==> config.mk <==
export PLATFORM = sky130hd
export DESIGN_NAME = tile_clk_rst_ctrl
export DESIGN_NICKNAME = d
export VERILOG_FILES = /design/src/rtl/tile_clk_rst_ctrl.sv
export SDC_FILE = /design/constraint.sdc
export NUM_CORES = 1
export LEC_CHECK = 0
export ABC_AREA = 1
export BUFFER_PORTS_ARGS = -buffer_cell sky130_fd_sc_hd__buf_2
export CORE_MARGIN = 1.5
export CORE_UTILIZATION = 35
export CTS_BUF_LIST = sky130_fd_sc_hd__clkbuf_4
export DETAILED_ROUTE_END_ITERATION = 8
export MAX_ROUTING_LAYER = met4
export REMOVE_ABC_BUFFERS = 1
export SETUP_SLACK_MARGIN = 0.1
export SYNTH_ARGS = -nofsm -noshare
export SYNTH_HDL_FRONTEND = slang
export SYNTH_SLANG_ARGS = --single-unit
==> constraint.sdc <==
create_clock -name clk_i -period 3.75 [get_ports clk_i]
set_clock_uncertainty 0.1 [all_clocks]
set_input_delay 0.75 -clock clk_i [delete_from_list [all_inputs] [get_ports clk_i]]
set_output_delay 0.75 -clock clk_i [all_outputs]
set_load 0.005 [all_outputs]
==> src/rtl/tile_clk_rst_ctrl.sv <==
// Per-tile clock-enable / reset sequencer: powers a tile up and down on a level
// request, draining NoC traffic (bounded by a timeout) before reset and clock gating.
module tile_clk_rst_ctrl #(
    parameter int unsigned RstCycles    = 8,
    parameter int unsigned IdleCycles   = 4,
    parameter int unsigned DrainTimeout = 1024
) (
    input  logic       clk_i,
    input  logic       rst_ni,
    input  logic       tile_en_i,
    input  logic       tile_idle_i,
    output logic       tile_clk_en_o,
    output logic       tile_rst_no,
    output logic       isolate_o,
    output logic       busy_o,
    output logic       drain_timeout_o,
    output logic [2:0] state_o
);

    localparam int unsigned MaxCnt = (RstCycles > DrainTimeout) ? RstCycles : DrainTimeout;
    localparam int unsigned CntW   = $clog2(MaxCnt) + 1;

    localparam logic [CntW-1:0] RstLast  = CntW'(RstCycles - 1);
    localparam logic [CntW-1:0] IdleLast = CntW'(IdleCycles - 1);
    localparam logic [CntW-1:0] TmoLast  = CntW'(DrainTimeout - 1);
    localparam logic [CntW-1:0] CntOne   = CntW'(1);

    typedef enum logic [2:0] {
        OFF      = 3'd0,
        CLK_ON   = 3'd1,
        RUN      = 3'd2,
        DRAIN    = 3'd3,
        RST_HOLD = 3'd4
    } state_e;

    state_e          state_q, state_d;
    logic [CntW-1:0] cnt_q, cnt_d;
    logic [CntW-1:0] idle_cnt_q, idle_cnt_d;
    logic [CntW-1:0] tmo_cnt_q, tmo_cnt_d;
    logic            pulse_s;

    logic            clk_en_q, clk_en_d;
    logic            rst_n_q, rst_n_d;
    logic            iso_q, iso_d;
    logic            busy_q, busy_d;
    logic            dto_q;

    // Next-state and counter update
    always_comb begin
        state_d    = state_q;
        cnt_d      = cnt_q;
        idle_cnt_d = idle_cnt_q;
        tmo_cnt_d  = tmo_cnt_q;
        pulse_s    = 1'b0;
        case (state_q)
            OFF: begin
                if (tile_en_i) begin
                    state_d = CLK_ON;
                    cnt_d   = '0;
                end else begin
                    state_d = OFF;
                end
            end
            CLK_ON: begin
                cnt_d = cnt_q + CntOne;
                if (cnt_q == RstLast) begin
                    state_d = RUN;
                end else begin
                    state_d = CLK_ON;
                end
            end
            RUN: begin
                if (!tile_en_i) begin
                    state_d    = DRAIN;
                    idle_cnt_d = '0;
                    tmo_cnt_d  = '0;
                end else begin
                    state_d = RUN;
                end
            end
            DRAIN: begin
                tmo_cnt_d = tmo_cnt_q + CntOne;
                if (tile_idle_i) begin
                    idle_cnt_d = idle_cnt_q + CntOne;
                end else begin
                    idle_cnt_d = '0;
                end
                // Abort beats idle completion, which beats timeout.
                if (tile_en_i) begin
                    state_d = RUN;
                end else if (tile_idle_i && (idle_cnt_q == IdleLast)) begin
                    state_d = RST_HOLD;
                    cnt_d   = '0;
                end else if (tmo_cnt_q == TmoLast) begin
                    state_d = RST_HOLD;
                    cnt_d   = '0;
                    pulse_s = 1'b1;
                end else begin
                    state_d = DRAIN;
                end
            end
            RST_HOLD: begin
                cnt_d = cnt_q + CntOne;
                if (cnt_q == RstLast) begin
                    state_d = OFF;
                end else begin
                    state_d = RST_HOLD;
                end
            end
            default: begin
                state_d    = OFF;
                cnt_d      = '0;
                idle_cnt_d = '0;
                tmo_cnt_d  = '0;
            end
        endcase
    end

    // Output decode from the next state so outputs are flop-driven and aligned with state
    always_comb begin
        clk_en_d = 1'b0;
        rst_n_d  = 1'b0;
        iso_d    = 1'b1;
        busy_d   = 1'b0;
        case (state_d)
            OFF:      begin clk_en_d = 1'b0; rst_n_d = 1'b0; iso_d = 1'b1; busy_d = 1'b0; end
            CLK_ON:   begin clk_en_d = 1'b1; rst_n_d = 1'b0; iso_d = 1'b1; busy_d = 1'b1; end
            RUN:      begin clk_en_d = 1'b1; rst_n_d = 1'b1; iso_d = 1'b0; busy_d = 1'b0; end
            DRAIN:    begin clk_en_d = 1'b1; rst_n_d = 1'b1; iso_d = 1'b1; busy_d = 1'b1; end
            RST_HOLD: begin clk_en_d = 1'b1; rst_n_d = 1'b0; iso_d = 1'b1; busy_d = 1'b1; end
            default:  begin clk_en_d = 1'b0; rst_n_d = 1'b0; iso_d = 1'b1; busy_d = 1'b0; end
        endcase
    end

    // State, counters and output flops
    always_ff @(posedge clk_i or negedge rst_ni) begin
        if (!rst_ni) begin
            state_q    <= OFF;
            cnt_q      <= '0;
            idle_cnt_q <= '0;
            tmo_cnt_q  <= '0;
            clk_en_q   <= 1'b0;
            rst_n_q    <= 1'b0;
            iso_q      <= 1'b1;
            busy_q     <= 1'b0;
            dto_q      <= 1'b0;
        end else begin
            state_q    <= state_d;
            cnt_q      <= cnt_d;
            idle_cnt_q <= idle_cnt_d;
            tmo_cnt_q  <= tmo_cnt_d;
            clk_en_q   <= clk_en_d;
            rst_n_q    <= rst_n_d;
            iso_q      <= iso_d;
            busy_q     <= busy_d;
            dto_q      <= pulse_s;
        end
    end

    assign tile_clk_en_o   = clk_en_q;
    assign tile_rst_no     = rst_n_q;
    assign isolate_o       = iso_q;
    assign busy_o          = busy_q;
    assign drain_timeout_o = dto_q;
    assign state_o         = state_q;

endmodule

==> results of run 1 <==
==> sequential cells by signal, indices dropped and copies added, names as in the netlist <==
signal	count
busy_o	1
cnt_q	11
drain_timeout_o	1
idle_cnt_q	11
isolate_o	1
state_o	3
tile_clk_en_o	1
tile_rst_no	1
tmo_cnt_q	11
==> worst max-delay path by stage <==
| stage | slack (ps) | depth (start not counted) | endpoint | from |
|---|---|---|---|---|
| 6_report | 1870 | 8 | cnt_q[0]$_DFFE_PN0P_ | tmo_cnt_q[0]$_DFFE_PN0P_ |
| 2_1_floorplan | 2020 | 8 | idle_cnt_q[6]$_DFFE_PN0P_ | tile_en_i |
| 3_3_place_gp | 1690 | 9 | idle_cnt_q[6]$_DFFE_PN0P_ | tile_en_i |
| 5_1_grt | 1660 | 8 | cnt_q[1]$_DFFE_PN0P_ | tmo_cnt_q[0]$_DFFE_PN0P_ |
| 4_1_cts | 1850 | 8 | cnt_q[0]$_DFFE_PN0P_ | tmo_cnt_q[0]$_DFFE_PN0P_ |
| 3_5_place_dp | 1650 | 9 | idle_cnt_q[6]$_DFFE_PN0P_ | tile_en_i |
==> cell usage after synthesis <==
cell type	n
inv_1	33
nor2_2	2
o21ai_0	12
nor2_1	29
nor3_4	1
nand3b_1	2
nand3_2	1
o21ai_1	2
or2_2	2
ha_1	3
o21bai_1	1
a22oi_1	1
buf_6	1
a21oi_1	12
inv_2	2
nand2_1	102
nand3b_2	1
nor3_1	11
nand2_2	2
o22ai_1	2
and3_1	1
nand4_1	7
nand3_1	23
xor2_1	4
buf_2	2
a22o_1	2
dfrtp_1	40
dfstp_2	1
o21a_1	1
==> cells by family after synthesis <==
family,count (synthesis)
AOI/OAI and AO/OA,33
DFF,41
adders and majority gates,3
and+or+nand+nor,184
buffers and inverters,38
xor gates and xnor gates,4
==> critical path, stage by stage (launching register included) <==
cell and delay, ps:
dfrtp_1 450, ha_1 220, nand2_1 70, nor2_2 160, nand3_1 190, nand3_2 160
nand3b_2 240, nand2_1 130, nand2_1 50
==> layout make-up <==
cell class	count	area [µm²]	share of cell area
multi-input combinational	224	1060	0.433
sequential	41	1030	0.420
inverter	35	131	0.0538
tap	75	93.8	0.0384
timing repair buffer	11	55.1	0.0225
clock inverter	3	41.3	0.0169
clock buffer	5	37.5	0.0154
==> routing by layer <==
| layer | vias to the layer above | GRT usage |
|---|---|---|
| li1 | 1005 | - |
| met1 | 869 | 0.184 |
| met2 | 19 | 0.231 |
| met3 | 6 | 0.0268 |
| met4 | 0 | 0.0348 |
| met5 | - | - |
==> power by group <==
group,switching (W),internal (W),total (W)
Sequential,0.0000710,0.000522,0.000593
Clock,0.000148,0.000138,0.000286
Combinational,0.000345,0.000159,0.000504
Total,0.000563,0.000820,0.00138
==> metrics by stage <==
stage	util	hold WS, ps	cell area, µm²	power, W
final	0.403	389	2440	0.00138
after global routing	0.403	423	2440	0.00150
after CTS	0.403	395	2440	0.00141
after detailed placement	0.390	363	2360	0.00112
after global placement	0.390	361	2360	0.00111
after floorplan	-	342	2220	0.000948
==> flow_summary.toml, run 1 <==
[status]
status = "complete, no violations"

[floorplanning]
die_y_um = 83.0
die_area_mm2 = 0.00688
die_x_um = 83.0
ios = 12
rows = 28
start_util = 0.369
core_mm2 = 0.00606

[cts]
htreeDepth = 2
cts_sinks = 41
cts-buffers-inserted = 5
ctsHoldBuffers = 0
clockRootBuffer = "clkbuf_4"
cts_setup_buffers = 0
cts_tree = "built"
clk_latency_ps = 350
clock_path_buffers = 2
cts.repair.resized = 0
clk_pin_slew_worst_paths_ps = 140

[routing]
wl_per_cell_um = 11.5
postRouteAntennaNets = 0
dr_wl_met2_um = 2110
met3WireLength_um = 122
drcViolationCount = 0
drt_wl_total_um = 4530
first_pass_iters = 4
wl_met1_um = 2250
vias_per_cell = 4.82
dr.max_layer_used = "met4"
first_iter_violations = 122
route.vias.total = 1899

[logic_synthesis]
netlist_area_mm2 = 0.00224
ys_warn_count = 0
ys_seq_elements = 41
yosysSeqAreaShare = 0.459
synth.area.top_cells = "dfrtp_1, nand2_1, inv_1"
avgSynthCellArea_um2 = 7.38
muxShareOfSynthArea = 0
netlist_instances = 303
synth.distinct_cells = 29
synth-xor-area-share = 0.0157
synth-simple-area-share = 0.359
yosys.area.top_type = "dfrtp_1"
synthAdderAreaFrac = 0.0168
synth_top_area_frac = 0.447
synth-compound-area-share = 0.0817
synth_top_family_by_area = "simple AND/OR/NAND/NOR gates"

[worst_setup_path]
worstReg2RegStart = "tmo_cnt_q[0]$_DFFE_PN0P_"
worstPathRequired_ps = 3890
r2r-end = "cnt_q[0]$_DFFE_PN0P_"
endpoint_kind = "flip-flop"
arrival_ps = 2020
critPathLaunchType = "flip-flop"
ff2ff_path_depth = 8
rrSetupSlack_ps = 1870
criticalPathCategory = "flip-flop to flip-flop"
cp_max_fo = 11

[place]
dpl.hpwl_um = 3270
io_buffers = 11
placedCellCount = 386
post-place-ws_ps = 1650
gp_congestion = 0.866

[grt]
grt_usage = 0.142
grt_max_degree = 42
antenna_found_initial = 0
gr-total-overflow = 0
grt_pass1_wl_um = 8050
grt_pass1_vias = 1794

[sta]
finalHoldViolCount = 0
fin_ws_ps = 1870
setup_tns_ps = 0
period_needed_ps = 1880
rsz0062_at_grt = "false"
slew_viol_final = 0
worst_pin_slew_ps = 922
setup_viol = 0
finalCritPeriodShare = 0.501
max_slew_margin = 0.386
clock.fmax_mhz = 532

[cells_and_area]
final_cell_mix = "nand2_1, dfrtp_1, inv_1"
drive_above_1_share = 0.0940
layout.cells.most_common = "nand2_1"
fillerInstances = 627
stdcell_count = 394
antenna_cells = 0
nets = 325
area_delta_synth_final_pct = 9.23

[flow_run]
cap_violations = 0

[pwr]
powerDensity_mw_per_mm2 = 566
leakage_nw = 1.21
peakVddDrop_v = 0.000255

[hold_path]
holdPathStages = 2
hold_class = "flip-flop to flip-flop"
min_from = "cnt_q[9]$_DFFE_PN0P_"
hold_end = "cnt_q[9]$_DFFE_PN0P_"
Power figures use the tool's default switching activity.
==> run 2: changes to the inputs <==
--- a/config.mk
+++ b/config.mk
@@ -5,7 +5,7 @@
 export SDC_FILE = /design/constraint.sdc
 export NUM_CORES = 1
 export LEC_CHECK = 0
-export ABC_AREA = 1
+export ABC_AREA = 0
 export BUFFER_PORTS_ARGS = -buffer_cell sky130_fd_sc_hd__buf_2
 export CORE_MARGIN = 1.5
 export CORE_UTILIZATION = 35
==> constraint.sdc (replaced) <==
create_clock -name clk_i -period 1.7 [get_ports clk_i]
set_clock_uncertainty 0.1 [all_clocks]
set_input_delay 0.34 -clock clk_i [delete_from_list [all_inputs] [get_ports clk_i]]
set_output_delay 0.34 -clock clk_i [all_outputs]
set_load 0.005 [all_outputs]
==> flow_summary.toml, run 2 <==
[logic_synthesis]
ys_seq_elements = 41
muxShareOfSynthArea = 0.0435
synth.distinct_cells = 42
synth_top_family_by_area = "simple AND/OR/NAND/NOR gates"
synth-simple-area-share = 0.245
synth-compound-area-share = 0.194
yosysSeqAreaShare = 0.447
synthAdderAreaFrac = 0.0163
yosys.area.top_type = "dfrtp_1"
async_flop_share = 1.00
synth.area.top_cells = "dfrtp_1, o21ai_0, mux2i_1"
avgSynthCellArea_um2 = 9.31
synth-edff-count = 0
ys_warn_count = 0
synth_top_area_frac = 0.435
ys_top_cells_by_count = "dfrtp_1, o21ai_0, nand2_1"
synth-main-ff-cell = "dfrtp_1"
yosysMostFrequentCell = "dfrtp_1"
netlist_instances = 247
netlist_area_mm2 = 0.00230
synth-xor-area-share = 0.0152

[cts]
clock_path_buffers = 2
clk_latency_ps = 350
cts_tree = "built"
clk_pin_slew_worst_paths_ps = 120
clockRootBuffer = "clkbuf_4"
cts-buffers-inserted = 5
htreeDepth = 2
cts_sinks = 41

[status]
violations = "negative setup slack"
status = "finished with violations"

[cells_and_area]
drive_above_1_share = 0.418
final_cell_mix = "buf_4, dfrtp_1, nand2_1"
layout.cells.most_common = "buf_4"
fin_area_mm2 = 0.00327
nets = 329
area_delta_synth_final_pct = 42.4
antenna_cells = 0
largestRegisters = "cnt_q x11, idle_cnt_q x11, tmo_cnt_q x11"

[worst_setup_path]
worstPathRequired_ps = 1840
worst-path-buf-inv = 1
rrSetupSlack_ps = -100
ff2ff_path_depth = 7
cp_top_family = "flip-flops"
r2r-end = "cnt_q[9]$_DFFE_PN0P_"
criticalPathCategory = "flip-flop to flip-flop"
endpoint_kind = "flip-flop"
arrival_ps = 1940
crit_path_top_delay_cell = "dfrtp_1"
worstPathCellList = "ha_4 -> nor2b_4 -> and4_4 -> o311ai_4 -> buf_6 -> a21oi_2 -> mux2i_1"
cp_max_fo = 5
max_stage_delay_ps = 440
worstReg2RegStart = "idle_cnt_q[1]$_DFFE_PN0P_"
critPathLaunchType = "flip-flop"

[sta]
fin_ws_ps = -96.3
finalCritPeriodShare = 1.06
worst_pin_slew_ps = 422
finalHoldViolCount = 0
setup_viol = 12
max_slew_margin = 0.718
rsz0062_at_grt = "true"
setup_tns_ps = -842
clock.fmax_mhz = 557
period_needed_ps = 1800
slew_viol_final = 0

[routing]
drt_wl_total_um = 5760
wl_per_cell_um = 14.4
first_pass_iters = 4
vias_per_cell = 5.36
drcViolationCount = 0
first_iter_violations = 141
postRouteAntennaNets = 0
route.vias.total = 2142

[floorplanning]
ios = 12
die_y_um = 84.0
start_util = 0.362
rows = 29
die_area_mm2 = 0.00706
die_x_um = 84.0
core_mm2 = 0.00635

[grt]
grt_usage = 0.169
grt_pass1_wl_um = 9570
gr-total-overflow = 0
grt_pass1_vias = 2104
grt_max_degree = 20
antenna_found_initial = 0

[hold_path]
hold_end = "drain_timeout_o$_DFF_PN0_"
min_from = "tile_en_i"
hold_class = "primary input to flip-flop"
holdPathStages = 2

[place]
post_dp_cell_area_mm2 = 0.00277
gp_congestion = 0.814
dpl.hpwl_um = 3890
io_buffers = 11

[flow_run]
cap_violations = 0

[pwr]
peakVddDrop_v = 0.000707
leakage_nw = 1.41
powerDensity_mw_per_mm2 = 1260
[run 2: logic make-up (layout without fill, tap and decap cells)]
family / count (synthesis) / in the layout
XOR/XNOR: 4 / 4
AND/OR/NAND/NOR: 103 / 103
flip-flops: 41 / 41
adder cells (fa/ha/maj): 3 / 3
buffers and inverters: 17 / 93
multiplexers: 10 / 10
AO/OA/AOI/OAI: 69 / 69
[run 2: metrics by stage]
stage	setup slack, ps	hold slack (ps)	utilization	power, W	std cells
after global placement	-129	197	0.436	0.00287	373
after floorplan	-372	-55.6	-	0.00215	234
final	-96.3	211	0.515	0.00411	400
after global routing	-167	207	0.515	0.00439	400
after detailed placement	-175	200	0.436	0.00289	373
after CTS	-93.2	182	0.482	0.00385	391
[run 2: cell type report]
type	instances	area, µm²
inverter	4	15.0
fill	570	3080
multi-input combinational	189	1400
clock inverter	3	65.1
sequential	41	1030
timing repair buffer	81	629
clock buffer	5	37.5
tap	77	96.3
[run 2: what timing repair did]
| action | in CTS | in global routing |
|---|---|---|
| buffers inserted | 8 | 9 |
| endpoints found under the setup margin | 25 | 36 |
| hold buffers | 1 | 0 |
| endpoints found under the hold margin | 15 | 0 |
| cloned | 1 | 0 |
| resized for setup | 28 | 39 |
| pin swaps | 19 | 10 |
[run 2: power by group]
part	total [W]	internal [W]	switching, W
sequential	0.00130	0.00115	0.000149
combinational	0.00202	0.000985	0.00104
clock	0.000788	0.000455	0.000332
[run 2: metal layers]
| metal | routed length, µm | vias to the layer above | global-route usage |
|---|---|---|---|
| li1 | - | 1064 | - |
| met1 | 2600 | 1046 | 0.208 |
| met2 | 2960 | 23 | 0.288 |
| met3 | 116 | 9 | 0.0287 |
| met4 | 72 | 0 | 0.0462 |
| met5 | 0 | - | - |
[run 2: how the worst max path moves through the flow]
stage / from / endpoint / slack, ps / cells after the start
after floorplan: idle_cnt_q[0]$_DFFE_PN0P_ / cnt_q[10]$_DFFE_PN0P_ / -370 / 6
after global placement: idle_cnt_q[4]$_DFFE_PN0P_ / cnt_q[7]$_DFFE_PN0P_ / -130 / 6
after detailed placement: tmo_cnt_q[1]$_DFFE_PN0P_ / cnt_q[8]$_DFFE_PN0P_ / -180 / 7
after CTS: idle_cnt_q[10]$_DFFE_PN0P_ / cnt_q[9]$_DFFE_PN0P_ / -90 / 6
after global routing: idle_cnt_q[6]$_DFFE_PN0P_ / cnt_q[7]$_DFFE_PN0P_ / -170 / 6
final: idle_cnt_q[1]$_DFFE_PN0P_ / cnt_q[9]$_DFFE_PN0P_ / -100 / 7
==> run 3: changes to the inputs <==
--- a/config.mk
+++ b/config.mk
@@ -7,11 +7,14 @@
 export LEC_CHECK = 0
 export ABC_AREA = 0
 export BUFFER_PORTS_ARGS = -buffer_cell sky130_fd_sc_hd__buf_2
+export CELL_PAD_IN_SITES_DETAIL_PLACEMENT = 0
+export CELL_PAD_IN_SITES_GLOBAL_PLACEMENT = 2
 export CORE_MARGIN = 1.5
 export CORE_UTILIZATION = 35
 export CTS_BUF_LIST = sky130_fd_sc_hd__clkbuf_4
 export DETAILED_ROUTE_END_ITERATION = 8
 export MAX_ROUTING_LAYER = met4
+export PLACE_DENSITY_LB_ADDON = 0.1
 export REMOVE_ABC_BUFFERS = 1
 export SETUP_SLACK_MARGIN = 0.1
 export SYNTH_ARGS = -nofsm -noshare
==> flow_summary.toml, run 3 (same netlist as run 2, synthesis figures left out) <==
[status]
status = "finished with violations"
violations = "negative setup slack"

[sta]
period_needed_ps = 1780
setup_tns_ps = -498
setup_viol = 10
slew_viol_final = 0
rsz0062_at_grt = "true"
finalCritPeriodShare = 1.05
clock.fmax_mhz = 563
fin_ws_ps = -77.0
max_slew_margin = 0.693
finalHoldViolCount = 0
whs_ps = 307
worst_pin_slew_ps = 460

[cells_and_area]
fin_area_mm2 = 0.00329
fin_util = 0.517
regArea_mm2 = 0.00103
largestRegisters = "cnt_q x11, idle_cnt_q x11, tmo_cnt_q x11"
antenna_cells = 0
nets = 323
drive_above_1_share = 0.432
fillerInstances = 592
layout.cells.most_common = "buf_4"
multi_input_area_mm2 = 0.00143
final_cell_mix = "buf_4, dfrtp_1, nand2_1"
area_delta_synth_final_pct = 43.0

[routing]
wl_per_cell_um = 15.5
vias_per_cell = 5.30
first_pass_iters = 4
first_iter_violations = 70
route.vias.total = 2090
drt_wl_total_um = 6120
postRouteAntennaNets = 0
drcViolationCount = 0

[pwr]
peakVddDrop_v = 0.000811
powerDensity_mw_per_mm2 = 1270
leakage_nw = 1.40

[place]
io_buffers = 11
dpl.hpwl_um = 4120
gp_congestion = 0.766
post_dp_cell_area_mm2 = 0.00279

[floorplanning]
ios = 12
start_util = 0.362
die_x_um = 84.0
die_y_um = 84.0
die_area_mm2 = 0.00706
core_mm2 = 0.00635
rows = 29

[hold_path]
hold_class = "primary input to flip-flop"
holdPathStages = 4

[worst_setup_path]
cp_max_fo = 4
worstPathRequired_ps = 1880
ff2ff_path_depth = 6
criticalPathCategory = "flip-flop to flip-flop"
endpoint_kind = "flip-flop"
arrival_ps = 1960
critPathLaunchType = "flip-flop"

[grt]
grt_pass1_vias = 2077
grt_max_degree = 24
gr-total-overflow = 0
grt_pass1_wl_um = 10100
grt_usage = 0.182
antenna_found_initial = 0

[cts]
cts-buffers-inserted = 5
clockRootBuffer = "clkbuf_4"
clk_pin_slew_worst_paths_ps = 140
cts_tree = "built"
clk_latency_ps = 360
cts_sinks = 41
clock_path_buffers = 2
htreeDepth = 2

[flow_run]
cap_violations = 0
run 3: layer usage:
layer	track usage	vias up	share of wire
met1	0.228	1007	0.47
met2	0.298	23	0.49
met3	0.0356	9	0.020
met5	-	-	0
li1	-	1051	-
met4	0.0551	0	0.019
run 3: layout make-up:
cell class / count / area share
well taps: 77 / 0.0293
flip-flops and latches: 41 / 0.313
clock inverters: 3 / 0.0126
clock buffers: 5 / 0.0114
multi-input cells: 189 / 0.435
repair buffers: 75 / 0.194
inverters: 4 / 0.00457
run 3: final timing paths:
kind                                      startpoint                         to  slack (ps)
max                        idle_cnt_q[7]$_DFFE_PN0P_       cnt_q[8]$_DFFE_PN0P_         -80
min                                      tile_idle_i  idle_cnt_q[0]$_DFFE_PN0P_         310
max reg2reg                idle_cnt_q[7]$_DFFE_PN0P_       cnt_q[8]$_DFFE_PN0P_         -80
min reg2reg                     cnt_q[0]$_DFFE_PN0P_       cnt_q[0]$_DFFE_PN0P_         400
max in group asynchronous                     rst_ni   tmo_cnt_q[1]$_DFFE_PN0P_         660
min in group asynchronous                     rst_ni       cnt_q[1]$_DFFE_PN0P_         340
run 3: timing repair:
action | CTS | global route
gates resized for setup | 28 | 61
setup buffers | 5 | 8
pin swaps | 14 | 27
gates cloned | 0 | 1
endpoints found under the setup margin | 35 | 36
hold buffers | 1 | 0
endpoints found under the hold margin | 17 | 0
run 3: worst max-delay path: stages (launching register included):
cell	delay, ps
dfrtp_1	420
nor4_2	300
and4_4	300
o311ai_4	110
buf_6	160
a21oi_2	120
mux2i_1	190
run 3: per-stage QoR:
stage	cells	setup slack [ps]	power [W]
after global routing	394	-169	0.00448
after CTS	386	-104	0.00380
after detailed placement	372	-180	0.00297
after global placement	372	-172	0.00298
final	394	-77.0	0.00418
after floorplan	234	-372	0.00215
run 3: report_power, final:
group / switching (W) / internal, W / total [W]
clock: 0.000354 / 0.000305 / 0.000659
sequential: 0.000131 / 0.00116 / 0.00129
combinational: 0.00114 / 0.00110 / 0.00224
total: 0.00163 / 0.00256 / 0.00418
